--- src/rtl/pipe_out_burst_arbiter.sv ---
// Round-robin arbiter that frames BURST words from one of N_SRC FWFT sources per host PipeOut frame.
// Registered output advances one word per host read; frames are never interrupted and sources pop in the read cycle.
module pipe_out_burst_arbiter #(
  parameter int N_SRC = 4,
  parameter int DW    = 32,
  parameter int BURST = 4
) (
  input  logic                okClk,
  input  logic                rst,
  input  logic [N_SRC-1:0]    src_avail,
  input  logic [N_SRC-1:0]    src_valid,
  input  logic [N_SRC*DW-1:0] src_data,
  output logic [N_SRC-1:0]    src_ready,
  input  logic                pipe_out_read,
  output logic [DW-1:0]       pipe_out_data,
  output logic                busy,
  output logic [7:0]          grant_id,
  output logic [31:0]         frames_sent,
  output logic                underflow_err
);

  localparam logic [16:0]   BURST_W   = 17'(BURST);
  localparam logic [DW-1:0] IDLE_WORD = '0;

  typedef enum logic [1:0] {IDLE, HDR, DATA} state_t;

  state_t        state, state_nxt;
  logic [7:0]    rr_ptr, rr_ptr_nxt;
  logic [7:0]    grant_nxt;
  logic [16:0]   beat_cnt, beat_cnt_nxt;
  logic [DW-1:0] data_nxt;
  logic [31:0]   frames_nxt;
  logic          underflow_nxt;

  logic [7:0]    win_hi, win_lo, winner;
  logic          win_hi_vld, win_lo_vld;
  logic [DW-1:0] head_word;
  logic          head_vld;
  logic          pop;

  // Descending scans leave the lowest match: win_hi is the first at/above rr_ptr, win_lo handles the wrap.
  always_comb begin
    win_hi     = '0;
    win_lo     = '0;
    win_hi_vld = 1'b0;
    win_lo_vld = 1'b0;
    for (int i = N_SRC - 1; i >= 0; i--) begin
      if (src_avail[i]) begin
        win_lo     = 8'(i);
        win_lo_vld = 1'b1;
        if (8'(i) >= rr_ptr) begin
          win_hi     = 8'(i);
          win_hi_vld = 1'b1;
        end
      end
    end
    winner = win_hi_vld ? win_hi : win_lo;
  end

  always_comb begin
    head_word = '0;
    head_vld  = 1'b0;
    for (int i = 0; i < N_SRC; i++) begin
      if (8'(i) == grant_id) begin
        head_word = src_data[i*DW +: DW];
        head_vld  = src_valid[i];
      end
    end
  end

  assign pop  = pipe_out_read && ((state == HDR) || ((state == DATA) && (beat_cnt < BURST_W)));
  assign busy = (state != IDLE);

  always_comb begin
    src_ready = '0;
    for (int i = 0; i < N_SRC; i++) begin
      src_ready[i] = pop && (8'(i) == grant_id);
    end
  end

  always_comb begin
    state_nxt     = state;
    rr_ptr_nxt    = rr_ptr;
    grant_nxt     = grant_id;
    beat_cnt_nxt  = beat_cnt;
    data_nxt      = pipe_out_data;
    frames_nxt    = frames_sent;
    underflow_nxt = underflow_err | (pop & ~head_vld);
    case (state)
      IDLE: begin
        if (win_lo_vld) begin
          grant_nxt = winner;
          data_nxt  = {1'b1, 7'b0, winner, BURST_W[15:0]};
          state_nxt = HDR;
        end
      end
      HDR: begin
        if (pipe_out_read) begin
          data_nxt     = head_word;
          beat_cnt_nxt = 17'd1;
          state_nxt    = DATA;
        end
      end
      DATA: begin
        if (pipe_out_read) begin
          if (beat_cnt < BURST_W) begin
            data_nxt     = head_word;
            beat_cnt_nxt = beat_cnt + 17'd1;
          end else begin
            data_nxt     = IDLE_WORD;
            beat_cnt_nxt = '0;
            frames_nxt   = frames_sent + 32'd1;
            rr_ptr_nxt   = (grant_id == 8'(N_SRC - 1)) ? 8'd0 : grant_id + 8'd1;
            state_nxt    = IDLE;
          end
        end
      end
      default: state_nxt = IDLE;
    endcase
  end

  always_ff @(posedge okClk or posedge rst) begin
    if (rst) begin
      state         <= IDLE;
      rr_ptr        <= '0;
      grant_id      <= '0;
      beat_cnt      <= '0;
      pipe_out_data <= IDLE_WORD;
      frames_sent   <= '0;
      underflow_err <= 1'b0;
    end else begin
      state         <= state_nxt;
      rr_ptr        <= rr_ptr_nxt;
      grant_id      <= grant_nxt;
      beat_cnt      <= beat_cnt_nxt;
      pipe_out_data <= data_nxt;
      frames_sent   <= frames_nxt;
      underflow_err <= underflow_nxt;
    end
  end

endmodule

--- config.mk ---
export PLATFORM = sky130hd
export DESIGN_NAME = pipe_out_burst_arbiter
export DESIGN_NICKNAME = d
export VERILOG_FILES = /design/src/rtl/pipe_out_burst_arbiter.sv
export SDC_FILE = /design/constraint.sdc
export NUM_CORES = 1
export LEC_CHECK = 0
export ABC_AREA = 0
export CELL_PAD_IN_SITES_DETAIL_PLACEMENT = 2
export CELL_PAD_IN_SITES_GLOBAL_PLACEMENT = 2
export CORE_MARGIN = 5
export CORE_UTILIZATION = 26
export CTS_BUF_LIST = sky130_fd_sc_hd__clkbuf_8
export DETAILED_ROUTE_END_ITERATION = 10
export PLACE_DENSITY = 0.84
export SLEW_MARGIN = 10
export SYNTH_ARGS = -nofsm -noshare
export SYNTH_HDL_FRONTEND = slang
export SYNTH_SLANG_ARGS = --single-unit
--- constraint.sdc ---
create_clock -name okClk -period 9 [get_ports okClk]
set_input_delay 1.8 -clock okClk [delete_from_list [all_inputs] [get_ports okClk]]
set_output_delay 1.8 -clock okClk [all_outputs]
set_load 0.05 [all_outputs]
# --- After elaboration in Yosys (flattened, before gate mapping) ---
# Index checks and enable logic that the tools add are counted.
word_totals:
  register_bits: 100
  in_bits: 139
  out_inout_bits: 78
  wordCells: 94
op_classes:
  n_addsub: 3
  n_lt_le_gt_ge: 5
  n_eq_ne: 10
  n_mux: 48
  bitwise: 4
  reduce_logical: 17
ops:
  columns: ["cell", "count"]
  rows:
  - ["$mux W32", 8]
  - ["$pmux W32 S3", 1]
  - ["$mux W8", 11]
  - ["$mux W17", 3]
  - ["$pmux W17 S2", 1]
  - ["$add A32 B1 Y32 const B", 1]
  - ["$add A17 B1 Y17 const B", 1]
  - ["$lt A17 B3 Y1 const B", 1]
  - ["$eq A2 B8 Y1 const A", 2]
  - ["$ge A1 B8 Y1 const A", 2]
  - ["$ge A2 B8 Y1 const A", 2]
  - ["$mux W1", 16]
  - ["$mux W2", 7]
  - ["$add A8 B1 Y8 const B", 1]
  - ["$eq A1 B8 Y1 const A", 1]
  - ["$eq A8 B2 Y1 const B", 1]
  - ["$logic_not A8 Y1", 1]
  - ["$ne A2 B2 Y1 const B", 4]
  - ["$reduce_and A4 Y1", 2]
  - ["$logic_and A1 B1 Y1", 6]
  - ["$pmux W2 S3", 1]
  - ["$reduce_and A3 Y1", 2]
  - ["$reduce_bool A2 Y1", 2]
  - ["$reduce_bool A3 Y1", 1]
  - ["other kinds (8)", 9]

# --- Logic depth before layout (Yosys ltp) ---
# Gate-level depths: netlist of run 1.
depth:
  depth_word: 12
  depth_mapped: 9
  ltp_nobuf: 7

# --- Least setup slack after synthesis of run 1 ---
# OpenSTA, ideal clock, no wires.
synth_path:
  kind: "input to output"
  from: "input port pipe_out_read"
  to: "output port src_ready[0]"
  t_arrival_ns: 2.522
  required_time_ns: 7.200
  setup_slack_ns: 4.678
  path_stages: 2
  n_path_buf: 1
  cell_sequence: "clkbuf_1 and3_1"
synth_between:
  elab_chain_len: 2
synth_rtl:
  columns: ["element", "line_no", "text"]
  rows:
  - ["start, declared", "14", "input logic pipe_out_read,"]
  - ["$logic_and A1 B1 Y1", "71", "assign pop = pipe_out_read && ((state == HDR) || ((state == DATA) && (beat_cnt < BURST_W)));"]
  - ["$logic_and A1 B1 Y1", "77", "src_ready[i] = pop && (8'(i) == grant_id);"]
  - ["end, declared", "13", "output logic [N_SRC-1:0] src_ready,"]
# Every way passes these cells.

# --- Worst setup path after layout of run 1 ---
layout_path:
  from: "input port pipe_out_read"
  to: "output port src_ready[1]"
# Same word-level chain as after synthesis.

==> results of run 1 <==
## metrics by stage
step	area, um2	power (W)	setup slack (ns)	instances
floorplan	5060	0.00119	4.68	595
global placement	7370	0.00151	3.54	1036
detailed placement	7370	0.00157	3.49	1036
CTS	7590	0.00190	3.48	1052
global route	7600	0.00200	3.41	1052
finish	7600	0.00187	3.49	1052
## sequential cells by signal (all words and copies together) (netlist names)
| register | count |
|---|---|
| beat_cnt | 17 |
| grant_id | 2 |
| rr_ptr | 2 |
| state | 2 |
| underflow_err | 1 |
| frames_sent | 32 |
| pipe_out_data | 32 |
## power by group
part           switching [W]  internal, W
combinational       0.000684     0.000361
clock               0.000158     0.000166
sequential         0.0000433     0.000454
## how the worst max path moves through the flow
stage | from | cells after the start | to | slack [ns]
4_1_cts | pipe_out_read | 3 | src_ready[1] | 3.48
2_1_floorplan | pipe_out_read | 2 | src_ready[0] | 4.68
3_3_place_gp | pipe_out_read | 3 | src_ready[3] | 3.54
5_1_grt | pipe_out_read | 3 | src_ready[3] | 3.41
3_5_place_dp | pipe_out_read | 3 | src_ready[1] | 3.49
6_report | pipe_out_read | 3 | src_ready[1] | 3.49
## area by class of cell
class / count / area (um2)
clock buffer: 10 / 138
clock inverter: 6 / 90.1
fill: 2156 / 11700
inverter: 28 / 110
multi-input combinational: 440 / 2590
sequential: 88 / 2200
tap: 265 / 332
timing repair buffer: 215 / 2140
## cell families (layout without fill, tap and decap cells)
| logic type | after synthesis | count (layout) | share of synthesized area (%) |
|---|---|---|---|
| AO/OA/AOI/OAI | 168 | 168 | 20.0 |
| XOR/XNOR | 32 | 32 | 5.56 |
| adder cells (fa/ha/maj) | 9 | 9 | 2.23 |
| buffers and inverters | 67 | 259 | 5.63 |
| flip-flops | 88 | 88 | 43.7 |
| multiplexers | 3 | 3 | 0.645 |
| other | 1 | 6 | 0.0744 |
| AND/OR/NAND/NOR | 222 | 222 | 22.2 |
## placed cells by master (no fill, tap or decap), types with 2 or more instances in the layout
cell / n
ha_2: 3
dfrtp_1: 88
o21ai_2: 2
conb_1: 6
o21ai_1: 3
and3_1: 11
o21ai_0: 52
buf_4: 5
a41oi_1: 2
and2_1: 2
nor3_2: 2
xnor2_1: 19
a21oi_1: 54
and4_1: 4
nor2b_1: 20
nor3_1: 18
a221oi_1: 16
bufinv_16: 2
a31oi_1: 8
nand4_1: 10
o31ai_1: 4
nand2_1: 82
nor4_1: 9
xor2_1: 13
nand3_1: 19
mux2_2: 2
a211oi_1: 2
inv_1: 27
a22oi_1: 17
nor2_1: 36
clkbuf_8: 10
ha_1: 6
inv_6: 3
clkdlybuf4s50_1: 210
## routing by layer
metal | up-vias | global-route usage [%] | wire (um) | share of wire, %
li1 | 2455 | - | - | -
met1 | 2547 | 20.8 | 8080 | 40
met2 | 162 | 32.6 | 10400 | 51
met3 | 24 | 5.74 | 1510 | 7.5
met4 | 0 | 5.13 | 345 | 1.7
met5 | - | 0 | 0 | 0
## synth_stat cells, types with 4 or more instances
cell and number:
o31ai_1 4, a221oi_1 16, inv_1 28, nand4_1 10, a22oi_1 17, and3_1 11
nand2_1 82, nor3_1 18, clkbuf_1 26, a21oi_1 54, nor4_1 9, xor2_1 13
a31oi_1 8, xnor2_1 19, and4_1 4, ha_1 9, dfrtp_1 88, nand3_1 19
nor2b_1 20, o21ai_1 4, o21ai_0 52, buf_2 5, nor2_1 36, buf_4 7
## tightest hold or removal path: cells and delay by family (launching register included)
family	cells	cell delay [ns]
flops	1	0.35
compound gates	1	0.06
simple gates	1	0.05
==> flow_metrics.py, run 1 <==
metrics = {
    "route": {
        "drt-initial-drc-count": 88,
        "avgRoutedWirePerCell_um": 19.3,
        "drt_pass1_iterations": 4,
        "ant_nets": 0,
        "vias": 5188,
        "route.final.wire_length_um": 20300,
        "routed_via_density": 4.93,
        "route.detailed.drc": 0,
    },
    "timing": {
        "post-route-min-period_ns": 5.51,
        "final.setup.tns_ns": 0,
        "slew_headroom_pct": 33.6,
        "maxClockFrequency_mhz": 181,
        "hold_viol": 0,
        "clock_skew_ns": 0.0139,
        "worstMarginPinSlew_ns": 0.996,
        "fin_hold_ws_ns": 0.491,
        "rsz_0062_raised_after_global_routing": "no",
        "timing_max_transition_violations_final": 0,
        "setup_viol": 0,
        "timing.final.crit_share_pct": 61.2,
    },
    "die": {
        "die_area_um2": 22300,
        "pin_count": 217,
        "starting_density_pct": 26.2,
        "floorplan.core_area_um2": 19300,
        "row_count": 51,
        "die-width_um": 149,
        "die_height_um": 149,
    },
    "worst_hold_path": {
        "worst_hold_path.endpoint": "pipe_out_data[5]$_DFFE_PP0P_",
        "hold-path-cell-count": 2,
        "hold_path_startpoint": "pipe_out_data[5]$_DFFE_PP0P_",
        "min-delay-path-class": "reg2reg",
    },
    "run": {
        "cap_violations": 0,
    },
    "synth": {
        "syn_area_um2": 5040,
        "ys_seq_area_share_pct": 43.7,
        "ys_seq_elements": 88,
        "synth_cell_types": 50,
        "synth_area_leaders": "dfrtp_1 44%, nand2_1 6.1%, a21oi_1 5.4%",
        "synth-main-ff-cell": "dfrtp_1",
        "synth_area_leader_cell": "dfrtp_1",
        "ys_async_sr_fraction_pct": 100,
        "syn_inst": 590,
        "synth_area_per_cell_um2": 8.55,
        "synth-edff-count": 0,
        "yosysTopAreaCellShare_pct": 43.7,
        "yosysWarnings": 0,
    },
    "worst_setup_path": {
        "setup.worst_path.start_class": "input port",
        "worst_r2r_startpoint": "state[0]$_DFFE_PP0P_",
        "r2r_cells": 7,
        "path_common_cell": "clkdlybuf4s50_1",
        "critPathRequiredTime_ns": 7.20,
        "critPathMaxStageDelay_ns": 0.83,
        "cp.arrival_ns": 3.71,
        "setup.worst_path.end_class": "primary output",
        "critical_path.n_buffers_inverters": 2,
        "crit_path_cell_trace": "clkdlybuf4s50_1, and3_1, clkdlybuf4s50_1",
        "r2r_setup_slack_ns": 5.90,
        "worst-setup-path-type": "in2out",
        "timing.critical_path.max_delay_family": "buffers and inverters",
        "reg2reg_to": "pipe_out_data[3]$_DFFE_PP0P_",
        "critPathMaxFanout": 14,
        "timing.critical_path.slowest_stage_cell": "clkdlybuf4s50_1",
    },
    "global_route": {
        "first_global_vias": 5933,
        "globalRouteTotalUtil_pct": 18.2,
        "grt.overflow.total": 0,
        "number_of_antenna_violations_at_the_first_check_in_global_routing": 0,
        "grt_first_pass_wirelength_um": 32100,
        "grt_start_max_net_pins": 89,
    },
    "clock_network": {
        "postCtsSetupBuffers": 0,
        "path_clk_slew_ns": 0.08,
        "root_buffer": "clkbuf_8",
        "worst_skew_pair.late_latency_ns": 0.38,
        "numClockSinks": 88,
        "numCtsBuffers": 9,
        "cts_tree": "built",
        "cts_resized": 0,
        "h-tree-depth": 3,
        "postCtsHoldBufs": 0,
        "number_of_buffers_on_the_longest_clock_path": 2,
    },
    "power_and_ir_drop": {
        "power.density_nw_per_um2": 246,
        "highest_ir_drop_seen_on_vdd_mv": 0.128,
        "leakage_nw": 3.19,
    },
    "cells_and_area": {
        "layout-drive-gt1-share_pct": 5.21,
        "area_growth_pct": 50.7,
        "num-nets-final": 930,
        "n_antenna_cell": 0,
        "post-route-util_pct": 39.4,
    },
    "place": {
        "number_of_i_o_port_buffers": 210,
        "dp_hpwl_um": 15800,
        "global_placement_routability_congestion": 0.908,
    },
    "status": {
        "outcome": "completed",
    },
}
Note: power is estimated with default switching activity, not from simulation.
==> run 2: changes to the inputs <==
Settings changed: CORE_UTILIZATION 26 to 22, PLACE_DENSITY 0.84 to 0.76.
Clock period 9 ns to 4.74 ns, I/O delays scaled along.
==> flow_metrics.py, run 2 (same netlist as run 1, synthesis figures left out) <==
metrics = {
    "status": {
        "outcome": "completed",
    },
    "cells_and_area": {
        "layout-drive-gt1-share_pct": 5.56,
        "filler_cell_count": 2586,
        "num-nets-final": 934,
        "most-common-layout-cells": "210 x clkdlybuf4s50_1, 88 x dfrtp_1, 82 x nand2_1",
        "layout.cells.most_common": "clkdlybuf4s50_1",
        "area_growth_pct": 51.8,
        "ff_latch_area_um2": 2200,
        "multiInputGateArea_um2": 2590,
        "biggest_regs": "frames_sent: 32 flops, pipe_out_data: 32 flops, beat_cnt: 17 flops",
    },
    "worst_setup_path": {
        "critical_path.startpoint": "state[0]$_DFFE_PP0P_",
        "setup.worst_path.start_class": "register",
        "worst_r2r_startpoint": "state[0]$_DFFE_PP0P_",
        "reg2reg_to": "pipe_out_data[28]$_DFFE_PP0P_",
        "setup.worst_path.end_class": "primary output",
        "crit_path_cell_trace": "inv_1, ha_1, nor4b_2, nand4_1, nand2b_1, and3_1, clkdlybuf4s50_1",
        "timing.critical_path.max_delay_family": "simple AND/OR/NAND/NOR gates",
        "critical_path.n_buffers_inverters": 2,
        "critPathMaxFanout": 10,
        "critPathRequiredTime_ns": 3.79,
        "critPathMaxStageDelay_ns": 0.84,
        "timing.critical_path.slowest_stage_cell": "clkdlybuf4s50_1",
        "r2r_cells": 7,
        "worst-setup-path-type": "reg2out",
        "cp.arrival_ns": 3.28,
        "r2r_setup_slack_ns": 1.78,
    },
    "clock_network": {
        "number_of_buffers_on_the_longest_clock_path": 2,
        "postCtsHoldBufs": 0,
        "h-tree-depth": 3,
        "cts_tree": "built",
        "cts_resized": 0,
        "path_clk_slew_ns": 0.10,
        "root_buffer": "clkbuf_8",
        "worst_skew_pair.late_latency_ns": 0.37,
        "numClockSinks": 88,
        "postCtsSetupBuffers": 0,
        "numCtsBuffers": 9,
    },
    "run": {
        "cap_violations": 0,
    },
    "worst_hold_path": {
        "min-delay-path-class": "reg2reg",
        "worst_hold_path.endpoint": "frames_sent[31]$_DFFE_PP0P_",
        "hold_path_startpoint": "frames_sent[31]$_DFFE_PP0P_",
        "hold-path-cell-count": 1,
    },
    "global_route": {
        "grt.overflow.total": 0,
        "grt_first_pass_wirelength_um": 32500,
        "first_global_vias": 5774,
        "number_of_antenna_violations_at_the_first_check_in_global_routing": 0,
        "globalRouteTotalUtil_pct": 15.8,
        "grt_start_max_net_pins": 70,
    },
    "timing": {
        "rsz_0062_raised_after_global_routing": "no",
        "slew_headroom_pct": 32.8,
        "timing.final.crit_share_pct": 89.2,
        "clock_skew_ns": 0.0137,
        "hold_viol": 0,
        "maxClockFrequency_mhz": 237,
        "worstMarginPinSlew_ns": 1.01,
        "post-route-min-period_ns": 4.23,
        "postLayoutSetupSlackWorst_ns": 0.514,
        "final.setup.tns_ns": 0,
        "timing_max_transition_violations_final": 0,
        "setup_viol": 0,
    },
    "place": {
        "number_of_i_o_port_buffers": 210,
        "place_ws_ns": 0.841,
        "dp_hpwl_um": 16200,
        "global_placement_routability_congestion": 0.751,
    },
    "die": {
        "die_height_um": 161,
        "pin_count": 217,
        "row_count": 55,
        "floorplan.core_area_um2": 22600,
        "die_area_um2": 26000,
        "starting_density_pct": 22.3,
        "die-width_um": 161,
    },
    "route": {
        "drt_pass1_iterations": 4,
        "route.detailed.drc": 0,
        "ant_nets": 0,
        "avgRoutedWirePerCell_um": 19.2,
        "routed_via_density": 4.80,
        "vias": 5167,
        "route.final.wire_length_um": 20700,
        "drt-initial-drc-count": 99,
    },
    "power_and_ir_drop": {
        "power.density_nw_per_um2": 465,
        "leakage_nw": 3.22,
        "highest_ir_drop_seen_on_vdd_mv": 0.148,
    },
}
run 2: changes by cell type in the layout (fill, tap and decap cells not counted), sizes merged:
cell,delta
buf,+4
clkinvlp,-1
diode,+1
inv,+1
run 2: routing by layer:
layer | vias to the layer above | GRT usage [%] | routed length (um)
li1 | 2464 | - | -
met1 | 2539 | 17.3 | 8130
met2 | 157 | 28.4 | 10400
met3 | 7 | 7.40 | 2070
met4 | 0 | 2.52 | 112
met5 | - | 0 | 0
run 2: cell type report:
type	count	area share, %
diodes	1	0.0327
clock buffers	10	1.80
clock inverters	6	1.18
inverters	28	1.41
multi-input cells	440	33.8
flip-flops and latches	88	28.8
well taps	285	4.66
repair buffers	219	28.4
run 2: worst max path at each step:
stage | cells past startpoint | slack (ns) | to
finish | 7 | 0.51 | src_ready[3]
global route | 7 | 0.26 | src_ready[3]
CTS | 7 | 0.44 | src_ready[3]
detailed placement | 3 | 0.84 | src_ready[3]
global placement | 3 | 0.85 | src_ready[3]
floorplan | 1 | 1.51 | beat_cnt[0]$_DFFE_PP0P_
run 2: report_power, final:
part	switching, W	total (W)	internal [W]	leakage (nW)
combinational	0.00131	0.00201	0.000695	1.93
clock	0.000297	0.000611	0.000315	0.119
sequential	0.0000791	0.000942	0.000862	1.17
run 2: worst reg2reg max path: stages, from the launching register on:
cell and delay (ns):
dfrtp_1 0.41, inv_1 0.10, ha_1 0.39, nor4b_2 0.30
nand4_1 0.26, nand2b_1 0.36, nand2_1 0.66, o21ai_0 0.40
run 2: metrics by stage:
step	area [um2]	cells	util [%]	hold slack, ns	total power, W
2_1_floorplan	5060	595	-	0.475	0.00225
3_3_place_gp	7420	1060	32.9	0.456	0.00298
3_5_place_dp	7420	1060	32.9	0.470	0.00302
4_1_cts	7650	1076	33.9	0.485	0.00367
5_1_grt	7650	1076	33.9	0.502	0.00386
6_report	7650	1077	33.9	0.482	0.00356
